==> src/rtl/pipeline_exe_mem_elastic.sv <==
// ---------------------------------------------------------------------------
// pipeline_exe_mem_elastic
//
// Elastic EXE->MEM pipeline stage. The execute-stage datapath and control
// bundle travel into the memory stage over a valid/ready handshake. A
// two-entry buffer (head + skid) lets MEM stall without a combinational
// ready path back into EXE: ReadyE comes straight off the skid valid flop.
//
// Ports
//   clk, rst_n        clock (rising edge), asynchronous active-low reset
//   flush             synchronous kill of everything held or accepted now
//   ValidE / ReadyE   upstream handshake (ReadyE = !skid valid, registered)
//   *E                execute-stage payload: ALUResultE, WriteDataE,
//                     PCPlus4E, RdE, RegWriteE, ResultSrcE, AddrModeE, WD3SrcE
//   ValidM / ReadyM   downstream handshake for the head entry
//   *M                head-entry payload; RegWriteM is gated by ValidM
//   Occupancy         number of entries held (0..2)
// ---------------------------------------------------------------------------
module pipeline_exe_mem_elastic #(
   parameter int WIDTH = 32,
   parameter int RD_W  = 5,
   parameter int AM_W  = 3
) (
   input  logic             clk,
   input  logic             rst_n,
   input  logic             flush,
   input  logic             ValidE,
   output logic             ReadyE,
   input  logic [WIDTH-1:0] ALUResultE,
   input  logic [WIDTH-1:0] WriteDataE,
   input  logic [WIDTH-1:0] PCPlus4E,
   input  logic [RD_W-1:0]  RdE,
   input  logic             RegWriteE,
   input  logic             ResultSrcE,
   input  logic [AM_W-1:0]  AddrModeE,
   input  logic             WD3SrcE,
   output logic             ValidM,
   input  logic             ReadyM,
   output logic [WIDTH-1:0] ALUResultM,
   output logic [WIDTH-1:0] WriteDataM,
   output logic [WIDTH-1:0] PCPlus4M,
   output logic [RD_W-1:0]  RdM,
   output logic             RegWriteM,
   output logic             ResultSrcM,
   output logic [AM_W-1:0]  AddrModeM,
   output logic             WD3SrcM,
   output logic [1:0]       Occupancy
);

   // Whole bundle is moved as one packed word; fields are pure pass-through.
   localparam int PW = 3*WIDTH + RD_W + AM_W + 3;

   logic [PW-1:0] in_beat;
   logic [PW-1:0] main_reg;
   logic [PW-1:0] skid_reg;
   logic          main_valid_reg;
   logic          skid_valid_reg;

   logic          main_valid_next;
   logic          skid_valid_next;
   logic          load_main_from_in;
   logic          load_main_from_skid;
   logic          load_skid;
   logic          accept;
   logic          consume;
   logic          head_regwrite;

   assign in_beat = {ALUResultE, WriteDataE, PCPlus4E, RdE,
                     RegWriteE, ResultSrcE, AddrModeE, WD3SrcE};

   // Skid only fills when the head is stuck, so "skid empty" is exactly
   // "there is room for one more beat" and needs no look at ReadyM.
   assign ReadyE  = ~skid_valid_reg;
   assign accept  = ValidE & ReadyE;
   assign consume = main_valid_reg & ReadyM;

   always_comb begin
      load_main_from_in   = 1'b0;
      load_main_from_skid = 1'b0;
      load_skid           = 1'b0;
      main_valid_next     = main_valid_reg;
      skid_valid_next     = skid_valid_reg;

      if (flush) begin
         // Entries and this cycle's beat are dropped; a head that MEM takes
         // this cycle has already left, so nothing more to do for it.
         main_valid_next = 1'b0;
         skid_valid_next = 1'b0;
      end else if (skid_valid_reg) begin
         // Full: ReadyE is low, so only the consume side can move.
         if (consume) begin
            load_main_from_skid = 1'b1;
            skid_valid_next     = 1'b0;
         end
      end else if (main_valid_reg) begin
         if (accept && consume) begin
            load_main_from_in = 1'b1;
         end else if (accept) begin
            load_skid       = 1'b1;
            skid_valid_next = 1'b1;
         end else if (consume) begin
            main_valid_next = 1'b0;
         end
      end else if (accept) begin
         load_main_from_in = 1'b1;
         main_valid_next   = 1'b1;
      end
   end

   always_ff @(posedge clk or negedge rst_n) begin
      if (!rst_n) begin
         main_valid_reg <= 1'b0;
         skid_valid_reg <= 1'b0;
         main_reg       <= '0;
         skid_reg       <= '0;
      end else begin
         main_valid_reg <= main_valid_next;
         skid_valid_reg <= skid_valid_next;
         if (load_main_from_skid) begin
            main_reg <= skid_reg;
         end else if (load_main_from_in) begin
            main_reg <= in_beat;
         end
         if (load_skid) begin
            skid_reg <= in_beat;
         end
      end
   end

   assign {ALUResultM, WriteDataM, PCPlus4M, RdM,
           head_regwrite, ResultSrcM, AddrModeM, WD3SrcM} = main_reg;

   assign ValidM    = main_valid_reg;
   // A dead head must never look like a pending register write to the
   // forwarding/hazard logic, even though its payload may be stale.
   assign RegWriteM = main_valid_reg & head_regwrite;
   assign Occupancy = {1'b0, main_valid_reg} + {1'b0, skid_valid_reg};

   // The skid can only hold a beat behind a valid head; otherwise the
   // occupancy count would be meaningless (3 is never legal).
   a_occupancy_legal : assert property (@(posedge clk) disable iff (!rst_n)
      (Occupancy != 2'd3) && (!skid_valid_reg || main_valid_reg))
      else $error("illegal occupancy %0d", Occupancy);

endmodule

==> config.mk <==
export PLATFORM = sky130hd
export DESIGN_NAME = pipeline_exe_mem_elastic
export DESIGN_NICKNAME = d
export VERILOG_FILES = /design/src/rtl/pipeline_exe_mem_elastic.sv
export SDC_FILE = /design/constraint.sdc
export NUM_CORES = 1
export LEC_CHECK = 0
export CAP_MARGIN = 20
export CELL_PAD_IN_SITES_DETAIL_PLACEMENT = 1
export CELL_PAD_IN_SITES_GLOBAL_PLACEMENT = 1
export CORE_AREA = 2 2 159 161
export DETAILED_ROUTE_END_ITERATION = 7
export DIE_AREA = 0 0 161 163
export GPL_TIMING_DRIVEN = 0
export PLACE_DENSITY_LB_ADDON = 0.1
export SLEW_MARGIN = 15
export SYNTH_ARGS = -nofsm -noshare
export SYNTH_HDL_FRONTEND = slang
export SYNTH_SLANG_ARGS = --single-unit
==> constraint.sdc <==
create_clock -name clk -period 2.15 [get_ports clk]
set_clock_uncertainty 0.15 [all_clocks]
set_input_delay 0.3225 -clock clk [delete_from_list [all_inputs] [get_ports clk]]
set_output_delay 0.3225 -clock clk [all_outputs]
set_load 0.005 [all_outputs]
==> results of run 1 <==
==> cell usage after synthesis <==
library cell / number / area share
sky130_fd_sc_hd__buf_2: 18 / 0.0089
sky130_fd_sc_hd__clkbuf_1: 7 / 0.0026
sky130_fd_sc_hd__or2_1: 1 / 0.00062
sky130_fd_sc_hd__a21oi_1: 2 / 0.00099
sky130_fd_sc_hd__nand4b_1: 1 / 0.00087
sky130_fd_sc_hd__mux2_2: 321 / 0.36
sky130_fd_sc_hd__buf_4: 108 / 0.080
sky130_fd_sc_hd__a211oi_2: 1 / 0.0012
sky130_fd_sc_hd__nor2_1: 1 / 0.00037
sky130_fd_sc_hd__inv_1: 2 / 0.00074
sky130_fd_sc_hd__buf_6: 6 / 0.0067
sky130_fd_sc_hd__o21ai_0: 1 / 0.00049
sky130_fd_sc_hd__dfrtp_1: 216 / 0.53
sky130_fd_sc_hd__nor3b_1: 1 / 0.00074
sky130_fd_sc_hd__and2_1: 1 / 0.00062
sky130_fd_sc_hd__nand2b_1: 1 / 0.00062
sky130_fd_sc_hd__nand2_1: 1 / 0.00037
sky130_fd_sc_hd__ha_1: 1 / 0.0012
sky130_fd_sc_hd__nor4b_1: 1 / 0.00087
==> kinds of logic (layout without fill, tap and decap cells) <==
logic type      after synthesis  count (layout)  synth area share
mux                         321             321             0.357
buf+inv                     141             414            0.0991
other cells                   0               1                 0
flops                       216             216             0.534
compound gates                4               4           0.00272
fa+ha+maj                     1               1           0.00124
simple gates                  8               8           0.00507
==> timing repair <==
action,in CTS,in global routing
pin swaps,1,0
hold buffers,1,0
endpoints found under the setup margin,217,177
buffers inserted,7,0
gates resized for setup,29,19
endpoints found under the hold margin,216,0
==> metrics by stage <==
step	utilization	TNS (ns)	hold slack [ns]	power, mW
after CTS	0.555	0	0.112	13.3
final	0.557	0	0.0440	13.1
after floorplan	-	0	-0.123	7.39
after global routing	0.557	-0.148	0.0266	13.8
after global placement	0.517	-1854.06	0.335	8.91
after detailed placement	0.519	-117.97	0.0568	9.16
==> final cells by class <==
cell class / instances / area share
Multi-Input combinational cell: 334 / 0.270
Buffer: 139 / 0.0796
Clock buffer: 39 / 0.0530
Timing Repair Buffer: 232 / 0.170
Antenna cell: 1 / 0.000182
Clock inverter: 2 / 0.00255
Tap cell: 330 / 0.0300
Sequential cell: 216 / 0.393
Inverter: 2 / 0.000546
==> path summary, 6_finish.rpt <==
kind                                 from        endpoint  slack [ns]  cells past startpoint
setup / recovery           skid_valid_reg    main_reg[43]        0.05                      5
hold / removal                      flush  skid_valid_reg        0.04                      2
setup reg to reg           skid_valid_reg    main_reg[43]        0.05                      5
hold reg to reg              skid_reg[87]    skid_reg[87]        0.35                      1
max in group asynchronous           rst_n    main_reg[48]        0.95                      3
min in group asynchronous           rst_n    main_reg[69]        0.12                      2
==> where the power goes <==
group	switching (mW)	leakage, nW	internal [mW]
registers	0.549	2.59	5.11
logic	0.970	2.97	2.44
clock network	1.57	0.373	2.41
==> worst max-delay path, stage by stage, from the launching register on <==
cell and delay [ns]:
sky130_fd_sc_hd__dfrtp_2 0.46, sky130_fd_sc_hd__or2_1 0.29, sky130_fd_sc_hd__a211oi_4 0.27, sky130_fd_sc_hd__buf_4 0.26, sky130_fd_sc_hd__buf_6 0.19, sky130_fd_sc_hd__mux2_2 0.35
==> per-layer routing <==
metal  vias up  wire [um]  GRT usage
met1      3125       9680      0.223
met3        29       1540     0.0484
li1       2833          -          -
met2       163      12700      0.342
met4         2        433     0.0463
met5         -         13          0
==> results.tsv, run 1 <==
stage	metric	value	unit
detailed_routing	drt_pre_antenna_iters	4	
logic_synthesis	synth.yosys.seq_area_share	0.534	
setup_path	critical_path.startpoint_type	flip-flop	
detailed_routing	wl	24300	um
sta	achievable-frequency	477	MHz
placement	pre_cts_slack	-0.792	ns
placement	hpwlAfterDp	17400	um
placement	numPlacedInstances	1245	
global_routing	grt_use_total	0.188	
cells_and_area	final_layout_size_suffix_gt1_frac	0.525	
cells_and_area	fillers	2375	
flow_run	maxCapViolCount	0	
power	p_leak	5.93	nW
placement	global_placer_s_final_weighted_congestion	0.727	
sta	rsz_0062_raised_after_global_routing	true	
clock_tree	clock_latency	0.50	ns
detailed_routing	route.detailed.wl_per_inst	18.8	um
sta	timing.final.crit_share	0.976	
setup_path	required_time_worst_endpoint	2.38	ns
logic_synthesis	synth-seq-cells	216	
placement	place.port_buffers	222	
placement	placement.cell_area	12800	um^2
cells_and_area	ff_latch_area	5410	um^2
clock_tree	cts_buffer_depth	3	
cells_and_area	finalNetCount	1063	
cells_and_area	final_cell_mix	321 x sky130_fd_sc_hd__mux2_2, 217 x sky130_fd_sc_hd__clkdlybuf4s50_1, 214 x sky130_fd_sc_hd__dfrtp_1	
worst_hold_path	worst_hold_path_type	input pin to flip-flop	
clock_tree	clk_transition_reported_paths	0.06	ns
sta	finalHoldViolations	0	
clock_tree	numClockSinks	216	
setup_path	endpoint_kind	flip-flop	
clock_tree	clock_tree.htree_level_count	1	
detailed_routing	drt-initial-drc-count	136	
clock_tree	cts_tree	yes	
setup_path	crit_type	flip-flop to flip-flop	
floorplanning	number_of_rows_created_at_floorplan	58	
cells_and_area	layout.cells.most_common	sky130_fd_sc_hd__mux2_2	
clock_tree	root_buffer	sky130_fd_sc_hd__clkbuf_16	
global_routing	grt-ovfl-total	0	
cells_and_area	multi_input_area	3720	um^2
cells_and_area	finish.cell_count_without_fillers	1295	
power	vdd_drop_max	0.565	mV
global_routing	grt_first_pass_wirelength	39200	um
floorplanning	ioPinCount	223	
floorplanning	starting_utilization_of_the_core_area	0.410	
floorplanning	floorplan.die_area	26200	um^2
logic_synthesis	synth.avg_cell_area	14.6	um^2
detailed_routing	route.antenna.remaining_nets	0	
sta	maxSlewViolCount	0	
power	power_density	950	nW/um^2
detailed_routing	routed-via-count	6152	
setup_path	critical_path_peak_fanout	10	
detailed_routing	route.detailed.vias_per_inst	4.75	
cells_and_area	postLayoutCellArea	13800	um^2
setup_path	worst_ep_arrival_time	2.33	ns
logic_synthesis	synth.cell_area	10100	um^2
sta	setup_violations_final	0	
global_routing	vias_in_the_first_global_route	7240	
global_routing	grt_start_max_net_pins	97	
run_status	status	finished, final reports clean	
sta	max-slew-margin-rel	0.666	
logic_synthesis	ys.warnings.count	0	
logic_synthesis	yosys.cell_types.count	19	
logic_synthesis	postSynthCellCount	691	
floorplanning	chipWidth	161	um
sta	worst_slew_pin_slew	0.501	ns
logic_synthesis	mappedNetlistNets	804	
sta	finalWorstSetupSlack	0.0522	ns
floorplanning	die_y	163	um
detailed_routing	drt_drc	0	
clock_tree	cts_made_buffers	25	
cells_and_area	area_growth_syn_to_layout	36.0	%
sta	fin_crit	2.10	ns
global_routing	grt_antenna_before_repair	1	
floorplanning	floorplan.core_area	24700	um^2
Power figures use the tool's default switching activity.
==> run 2: changes to the inputs <==
--- a/config.mk
+++ b/config.mk
@@ -8,9 +8,9 @@
 export CAP_MARGIN = 20
 export CELL_PAD_IN_SITES_DETAIL_PLACEMENT = 1
 export CELL_PAD_IN_SITES_GLOBAL_PLACEMENT = 1
-export CORE_AREA = 2 2 159 161
+export CORE_AREA = 2 2 177 135
 export DETAILED_ROUTE_END_ITERATION = 7
-export DIE_AREA = 0 0 161 163
+export DIE_AREA = 0 0 179 137
 export GPL_TIMING_DRIVEN = 0
 export PLACE_DENSITY_LB_ADDON = 0.1
 export SLEW_MARGIN = 15
==> constraint.sdc (replaced) <==
create_clock -name clk -period 2.7 [get_ports clk]
set_clock_uncertainty 0.15 [all_clocks]
set_input_delay 0.405 -clock clk [delete_from_list [all_inputs] [get_ports clk]]
set_output_delay 0.405 -clock clk [all_outputs]
set_load 0.005 [all_outputs]
==> run 2 against run 1 <==
  * Maximum frequency fell by 16%
  * Flip-flop and latch count is the same
  * Non-clock buffer count decreased by 7
  * Clock-buffer cell count is 4 lower
  * First-iteration DRC count grew 16%
  * Die area shrank 6.6%
  * Final cell count decreased by 3.0%
  * Core utilization is 3.7 points higher
  * Global-route usage grew 1.0 points
  * Via count down 0.41%
  * Largest cell class unchanged
  * Largest power group unchanged
==> results.tsv, run 2 (synthesis results as in run 1) <==
stage	metric	value	unit	change
clock_tree	clock_tree.htree_level_count	1		unchanged
cells_and_area	area_growth_syn_to_layout	33.7	%	was 36.0%
setup_path	critical_path_peak_fanout	10		unchanged
sta	achievable-frequency	400	MHz	was 477 MHz
sta	timing.final.crit_share	0.927		was 0.976
cells_and_area	ff_latch_area	5410	um^2	about the same
sta	finalHoldViolations	0		unchanged
clock_tree	root_buffer	sky130_fd_sc_hd__clkbuf_16		unchanged
sta	fin_crit	2.50	ns	was 2.10 ns
cells_and_area	multi_input_area	3710	um^2	was 3720 um^2
setup_path	top_cell_by_count_worst_path	sky130_fd_sc_hd__buf_2		
cells_and_area	finish.cell_count_without_fillers	1256		was 1,295
detailed_routing	route.antenna.remaining_nets	0		unchanged
clock_tree	clk_transition_reported_paths	0.06	ns	about the same
floorplanning	starting_utilization_of_the_core_area	0.444		was 0.410
detailed_routing	drt-initial-drc-count	158		was 136
cells_and_area	antenna-diode-count	0		was 1
detailed_routing	routed-via-count	6127		was 6,152
placement	place.port_buffers	222		unchanged
clock_tree	clock_latency	0.49	ns	was 0.50 ns
detailed_routing	drt_pre_antenna_iters	4		unchanged
clock_tree	post_cts.repair.setup_buffers	0		was 7
sta	setup-tns-final	0	ns	unchanged
cells_and_area	layout.core_utilization	0.594		was 0.557
global_routing	vias_in_the_first_global_route	7008		was 7,240
global_routing	grt_use_total	0.198		was 0.188
run_status	status	finished, final reports clean		unchanged
worst_hold_path	worst_hold_path_type	input pin to asynchronous set/reset pin		was input pin to flip-flop
global_routing	grt_antenna_before_repair	1		unchanged
setup_path	worst_ep_arrival_time	2.73	ns	was 2.33 ns
detailed_routing	route.detailed.vias_per_inst	4.88		was 4.75
cells_and_area	final_cell_mix	321 x sky130_fd_sc_hd__mux2_2, 221 x sky130_fd_sc_hd__clkdlybuf4s50_1, 216 x sky130_fd_sc_hd__dfrtp_1		was 321 x sky130_fd_sc_hd__mux2_2, 217 x sky130_fd_sc_hd__clkdlybuf4s50_1, 214 x sky130_fd_sc_hd__dfrtp_1
power	p_leak	5.84	nW	was 5.93 nW
setup_path	endpoint_kind	flip-flop		unchanged
sta	maxSlewViolCount	0		unchanged
cells_and_area	layout.cells.most_common	sky130_fd_sc_hd__mux2_2		unchanged
setup_path	crit_type	flip-flop to flip-flop		unchanged
sta	finalWorstSetupSlack	0.198	ns	was 0.0522 ns
floorplanning	floorplan.core_area	22800	um^2	was 24,700 um^2
clock_tree	cts_made_buffers	23		was 25
cells_and_area	fillers	2168		was 2,375
floorplanning	number_of_rows_created_at_floorplan	48		was 58
sta	worst_slew_pin_slew	0.636	ns	was 0.501 ns
detailed_routing	drt_drc	0		unchanged
clock_tree	cts_buffer_depth	3		unchanged
sta	setup_violations_final	0		unchanged
setup_path	required_time_worst_endpoint	2.93	ns	was 2.38 ns
global_routing	grt_use_met1	0.246		was 0.223
global_routing	grt_first_pass_wirelength	37700	um	was 39,200 um
detailed_routing	route.detailed.wl_per_inst	19.2	um	was 18.8 um
setup_path	critPathSlowestCell	sky130_fd_sc_hd__dfrtp_1		was sky130_fd_sc_hd__dfrtp_2
placement	hpwlAfterDp	17500	um	was 17,400 um
cells_and_area	finalNetCount	1054		was 1,063
detailed_routing	wl	24100	um	was 24,300 um
power	vdd_drop_max	0.452	mV	was 0.565 mV
global_routing	grt-busiest-layer	met2		unchanged
sta	finalHoldWorstSlack	0.242	ns	was 0.0440 ns
placement	global_placer_s_final_weighted_congestion	0.765		was 0.727
setup_path	crit_buf_inv	3		was 2
clock_tree	numClockSinks	216		unchanged
flow_run	maxCapViolCount	0		unchanged
global_routing	globalRouteMet2Util	0.352		was 0.342
floorplanning	die_y	137	um	was 163 um
setup_path	critical_path.cell_chain	nand2b_1 -> nor4b_1 -> buf_2 -> buf_2 -> buf_4 -> mux2_2		was or2_1 -> a211oi_4 -> buf_4 -> buf_6 -> mux2_2
global_routing	grt-ovfl-total	0		unchanged
placement	numPlacedInstances	1215		was 1,245
sta	rsz_0062_raised_after_global_routing	false		was true
global_routing	gr_layer_usage_met3	0.0406		was 0.0484
global_routing	grt_start_max_net_pins	98		was 97
clock_tree	cts_tree	yes		unchanged
setup_path	cp_delay_by_family_top	buffers and inverters		was flip-flops
power	power_density	760	nW/um^2	was 950 nW/um^2
sta	max-slew-margin-rel	0.576		was 0.666
placement	pre_cts_slack	-0.226	ns	was -0.792 ns
setup_path	critical_path.startpoint_type	flip-flop		unchanged
floorplanning	floorplan.die_area	24500	um^2	was 26,200 um^2
floorplanning	ioPinCount	223		unchanged
cells_and_area	final_layout_size_suffix_gt1_frac	0.514		was 0.525
floorplanning	chipWidth	179	um	was 161 um
setup_path	delay_of_the_slowest_critical_path_stage	0.48	ns	was 0.46 ns
==> run 2: power by group <==
part           internal [mW]  total, mW  switching (mW)  leakage [nW]
clock network           1.82       3.06            1.24         0.363
registers               4.07       4.51           0.443          2.60
logic                   1.93       2.71           0.774          2.88
total                   7.82       10.3            2.46          5.84
==> run 2: area by class of cell <==
| type | instances | area share |
|---|---|---|
| clock buffers | 35 | 0.0503 |
| inverters | 2 | 0.000555 |
| multi-input cells | 334 | 0.275 |
| repair buffers | 225 | 0.170 |
| flip-flops and latches | 216 | 0.400 |
| plain buffers | 139 | 0.0736 |
| well taps | 300 | 0.0278 |
| clock inverters | 5 | 0.00370 |
==> run 2: stage by stage <==
stage / power [mW] / area [um^2]
after global placement: 7.10 / 12700
after CTS: 10.4 / 13500
after floorplan: 5.89 / 10100
after global routing: 10.9 / 13500
after detailed placement: 7.30 / 12800
final: 10.3 / 13500
==> run 2: worst reg2reg max path, stage by stage, from the launching register on <==
cell and delay (ns):
sky130_fd_sc_hd__dfrtp_1 0.48, sky130_fd_sc_hd__nand2b_1 0.22, sky130_fd_sc_hd__nor4b_1 0.31, sky130_fd_sc_hd__buf_2 0.30, sky130_fd_sc_hd__buf_2 0.31, sky130_fd_sc_hd__buf_4 0.26
sky130_fd_sc_hd__mux2_2 0.36
==> run 2: path summary, 6_finish.rpt <==
path / to / depth (start not counted) / startpoint / slack (ns)
setup / recovery: skid_reg[88] / 6 / skid_valid_reg / 0.20
hold / removal: main_reg[19] / 2 / rst_n / 0.24
setup reg to reg: skid_reg[88] / 6 / skid_valid_reg / 0.20
hold reg to reg: skid_reg[83] / 1 / skid_reg[83] / 0.35
max in group asynchronous: skid_reg[57] / 4 / rst_n / 0.96
min in group clk: skid_reg[83] / 1 / skid_reg[83] / 0.35
==> run 2: repair_timing <==
item / 4_1_cts / 5_1_grt
setup endpoints to repair: 0 / 30
gates resized for setup: 0 / 1
hold buffers: 1 / 0
hold endpoints to repair: 45 / 0
==> run 2: per-layer routing <==
| layer | wire, um | up-vias |
|---|---|---|
| li1 | - | 2813 |
| met1 | 10000 | 3118 |
| met2 | 12100 | 149 |
| met4 | 628 | 2 |
| met3 | 1250 | 45 |
| met5 | 13 | - |
==> run 3: changes to the inputs <==
--- a/config.mk
+++ b/config.mk
@@ -13,7 +13,6 @@
 export DIE_AREA = 0 0 179 137
 export GPL_TIMING_DRIVEN = 0
 export PLACE_DENSITY_LB_ADDON = 0.1
-export SLEW_MARGIN = 15
 export SYNTH_ARGS = -nofsm -noshare
 export SYNTH_HDL_FRONTEND = slang
 export SYNTH_SLANG_ARGS = --single-unit
==> run 3 against run 2 <==
  * Via count increased by 0.91%
  * Core utilization increased by 0.43 points
  * Final cell count increased by 0.24%
  * Clock-buffer cell count increased by 2
  * Power increased by 3.9%
  * Clock power increased by 13%
  * Critical path type unchanged
==> results.tsv, run 3 (synthesis results as in run 1) <==
stage	metric	value	unit	change
sta	setup_violations_final	0		unchanged
sta	achievable-frequency	405	MHz	was 400 MHz
floorplanning	floorplan.core_area	22800	um^2	unchanged
setup_path	worst_ep_arrival_time	2.70	ns	was 2.73 ns
global_routing	grt_first_pass_wirelength	37900	um	was 37,700 um
sta	finalHoldViolations	0		unchanged
setup_path	critical_path.startpoint_type	flip-flop		unchanged
floorplanning	die_y	137	um	unchanged
power	power_density	784	nW/um^2	was 760 nW/um^2
detailed_routing	route.detailed.wl_per_inst	19.2	um	about the same
setup_path	endpoint_kind	flip-flop		unchanged
placement	hpwlAfterDp	17300	um	was 17,500 um
detailed_routing	drt_drc	0		unchanged
cells_and_area	final_cell_mix	321 x sky130_fd_sc_hd__mux2_2, 221 x sky130_fd_sc_hd__clkdlybuf4s50_1, 216 x sky130_fd_sc_hd__dfrtp_1		unchanged
clock_tree	cts_buffer_depth	3		unchanged
detailed_routing	wl	24100	um	about the same
power	design_power_total	10.7	mW	was 10.3 mW
power	vdd_drop_max	0.561	mV	was 0.452 mV
sta	max-slew-margin-rel	0.512		was 0.576
sta	maxSlewViolCount	0		unchanged
floorplanning	number_of_rows_created_at_floorplan	48		unchanged
placement	place.port_buffers	222		unchanged
clock_tree	clk_transition_reported_paths	0.06	ns	about the same
placement	placement.cell_area	12700	um^2	was 12,800 um^2
detailed_routing	drt-initial-drc-count	167		was 158
sta	worst_slew_pin_slew	0.731	ns	was 0.636 ns
floorplanning	chipWidth	179	um	unchanged
global_routing	grt_antenna_before_repair	0		was 1
detailed_routing	route.detailed.vias_per_inst	4.91		was 4.88
flow_run	maxCapViolCount	0		unchanged
cells_and_area	finalNetCount	1054		unchanged
cells_and_area	fillers	2143		was 2,168
floorplanning	floorplan.die_area	24500	um^2	unchanged
cells_and_area	final_layout_size_suffix_gt1_frac	0.519		was 0.514
detailed_routing	drt_pre_antenna_iters	4		unchanged
sta	timing.final.crit_share	0.914		was 0.927
power	p_leak	5.89	nW	was 5.84 nW
detailed_routing	routed-via-count	6183		was 6,127
clock_tree	numClockSinks	216		unchanged
floorplanning	ioPinCount	223		unchanged
sta	fin_crit	2.47	ns	was 2.50 ns
cells_and_area	postLayoutCellArea	13600	um^2	was 13,500 um^2
setup_path	critical_path_peak_fanout	10		unchanged
clock_tree	clock_latency	0.51	ns	was 0.49 ns
cells_and_area	layout.cells.most_common	sky130_fd_sc_hd__mux2_2		unchanged
clock_tree	cts_made_buffers	24		was 23
sta	finalHoldWorstSlack	0.354	ns	was 0.242 ns
cells_and_area	area_growth_syn_to_layout	34.7	%	was 33.7%
global_routing	grt-ovfl-total	0		unchanged
global_routing	grt_use_total	0.198		about the same
floorplanning	starting_utilization_of_the_core_area	0.444		unchanged
global_routing	grt_start_max_net_pins	123		was 98
detailed_routing	route.antenna.remaining_nets	0		unchanged
worst_hold_path	worst_hold_path_type	flip-flop to flip-flop		was input pin to asynchronous set/reset pin
sta	rsz_0062_raised_after_global_routing	false		unchanged
setup_path	crit_type	flip-flop to flip-flop		unchanged
clock_tree	root_buffer	sky130_fd_sc_hd__clkbuf_16		unchanged
clock_tree	cts_tree	yes		unchanged
setup_path	required_time_worst_endpoint	2.93	ns	about the same
run_status	status	finished, final reports clean		unchanged
global_routing	vias_in_the_first_global_route	7066		was 7,008
placement	global_placer_s_final_weighted_congestion	0.765		unchanged
clock_tree	clock_tree.htree_level_count	1		unchanged
[run 3: cell count changes in the layout (fill, tap and decap cells not counted), sizes merged]
cell    previous run  this run
clkinv             4         3
bufinv             1         2
diode              0         1
clkbuf            42        44
buf              135       134
inv                2         3
[run 3: worst paths after layout]
kind | from | to | slack [ns] | cells after the start
min in group asynchronous | rst_n | main_reg[19] | 0.36 | 2
worst max-delay path | skid_valid_reg | skid_reg[78] | 0.23 | 6
max in group asynchronous | rst_n | skid_reg[87] | 0.95 | 3
worst min-delay path | skid_reg[83] | skid_reg[83] | 0.35 | 1
worst min register to register | skid_reg[83] | skid_reg[83] | 0.35 | 1
worst max register to register | skid_valid_reg | skid_reg[78] | 0.23 | 6
[run 3: critical path, stage by stage (launching register included)]
cell                       delay, ns
sky130_fd_sc_hd__dfrtp_1        0.48
sky130_fd_sc_hd__nand2b_1       0.23
sky130_fd_sc_hd__nor4b_1        0.26
sky130_fd_sc_hd__buf_2          0.29
sky130_fd_sc_hd__buf_2          0.31
sky130_fd_sc_hd__buf_4          0.25
sky130_fd_sc_hd__mux2_2         0.36
[run 3: cell type report]
| type | count | area (um^2) | area share |
|---|---|---|---|
| antenna | 1 | 2.50 | 0.000184 |
| buffer | 139 | 995 | 0.0730 |
| clock buffer | 37 | 771 | 0.0566 |
| clock inverter | 6 | 83.8 | 0.00616 |
| inverter | 2 | 7.51 | 0.000551 |
| multi-input combinational | 334 | 3710 | 0.273 |
| sequential | 216 | 5410 | 0.397 |
| tap | 300 | 375 | 0.0276 |
| timing repair buffer | 224 | 2260 | 0.166 |
[run 3: repair_timing]
action                     4_1_cts  5_1_grt
setup endpoints to repair        0       30
buffers inserted                 0        0
hold buffers                     1        0
hold endpoints to repair        94        0
gates resized for setup          0        1
[run 3: layer usage]
layer / GRT usage / vias up / wire, um
li1: - / 2823 / -
met1: 0.249 / 3174 / 10100
met3: 0.0419 / 38 / 1280
met4: 0.0524 / 0 / 544
met5: 0 / - / 0
met2: 0.346 / 148 / 12200
[run 3: power by group]
part,leakage (nW),switching (mW),internal [mW],total [mW]
registers,2.60,0.448,4.07,4.52
clock network,0.427,1.31,2.15,3.46
logic,2.87,0.772,1.93,2.70
[run 3: per-stage QoR]
| stage | utilization | std cells | TNS, ns | setup WS, ns |
|---|---|---|---|---|
| detailed placement | 0.560 | 1214 | -21.63 | -0.251 |
| global placement | 0.558 | 1213 | -1672.00 | -7.72 |
| CTS | 0.598 | 1258 | 0 | 0.0283 |
| floorplan | - | 691 | 0 | 0.704 |
| finish | 0.598 | 1259 | 0 | 0.232 |
| global route | 0.598 | 1258 | 0 | 0.0923 |
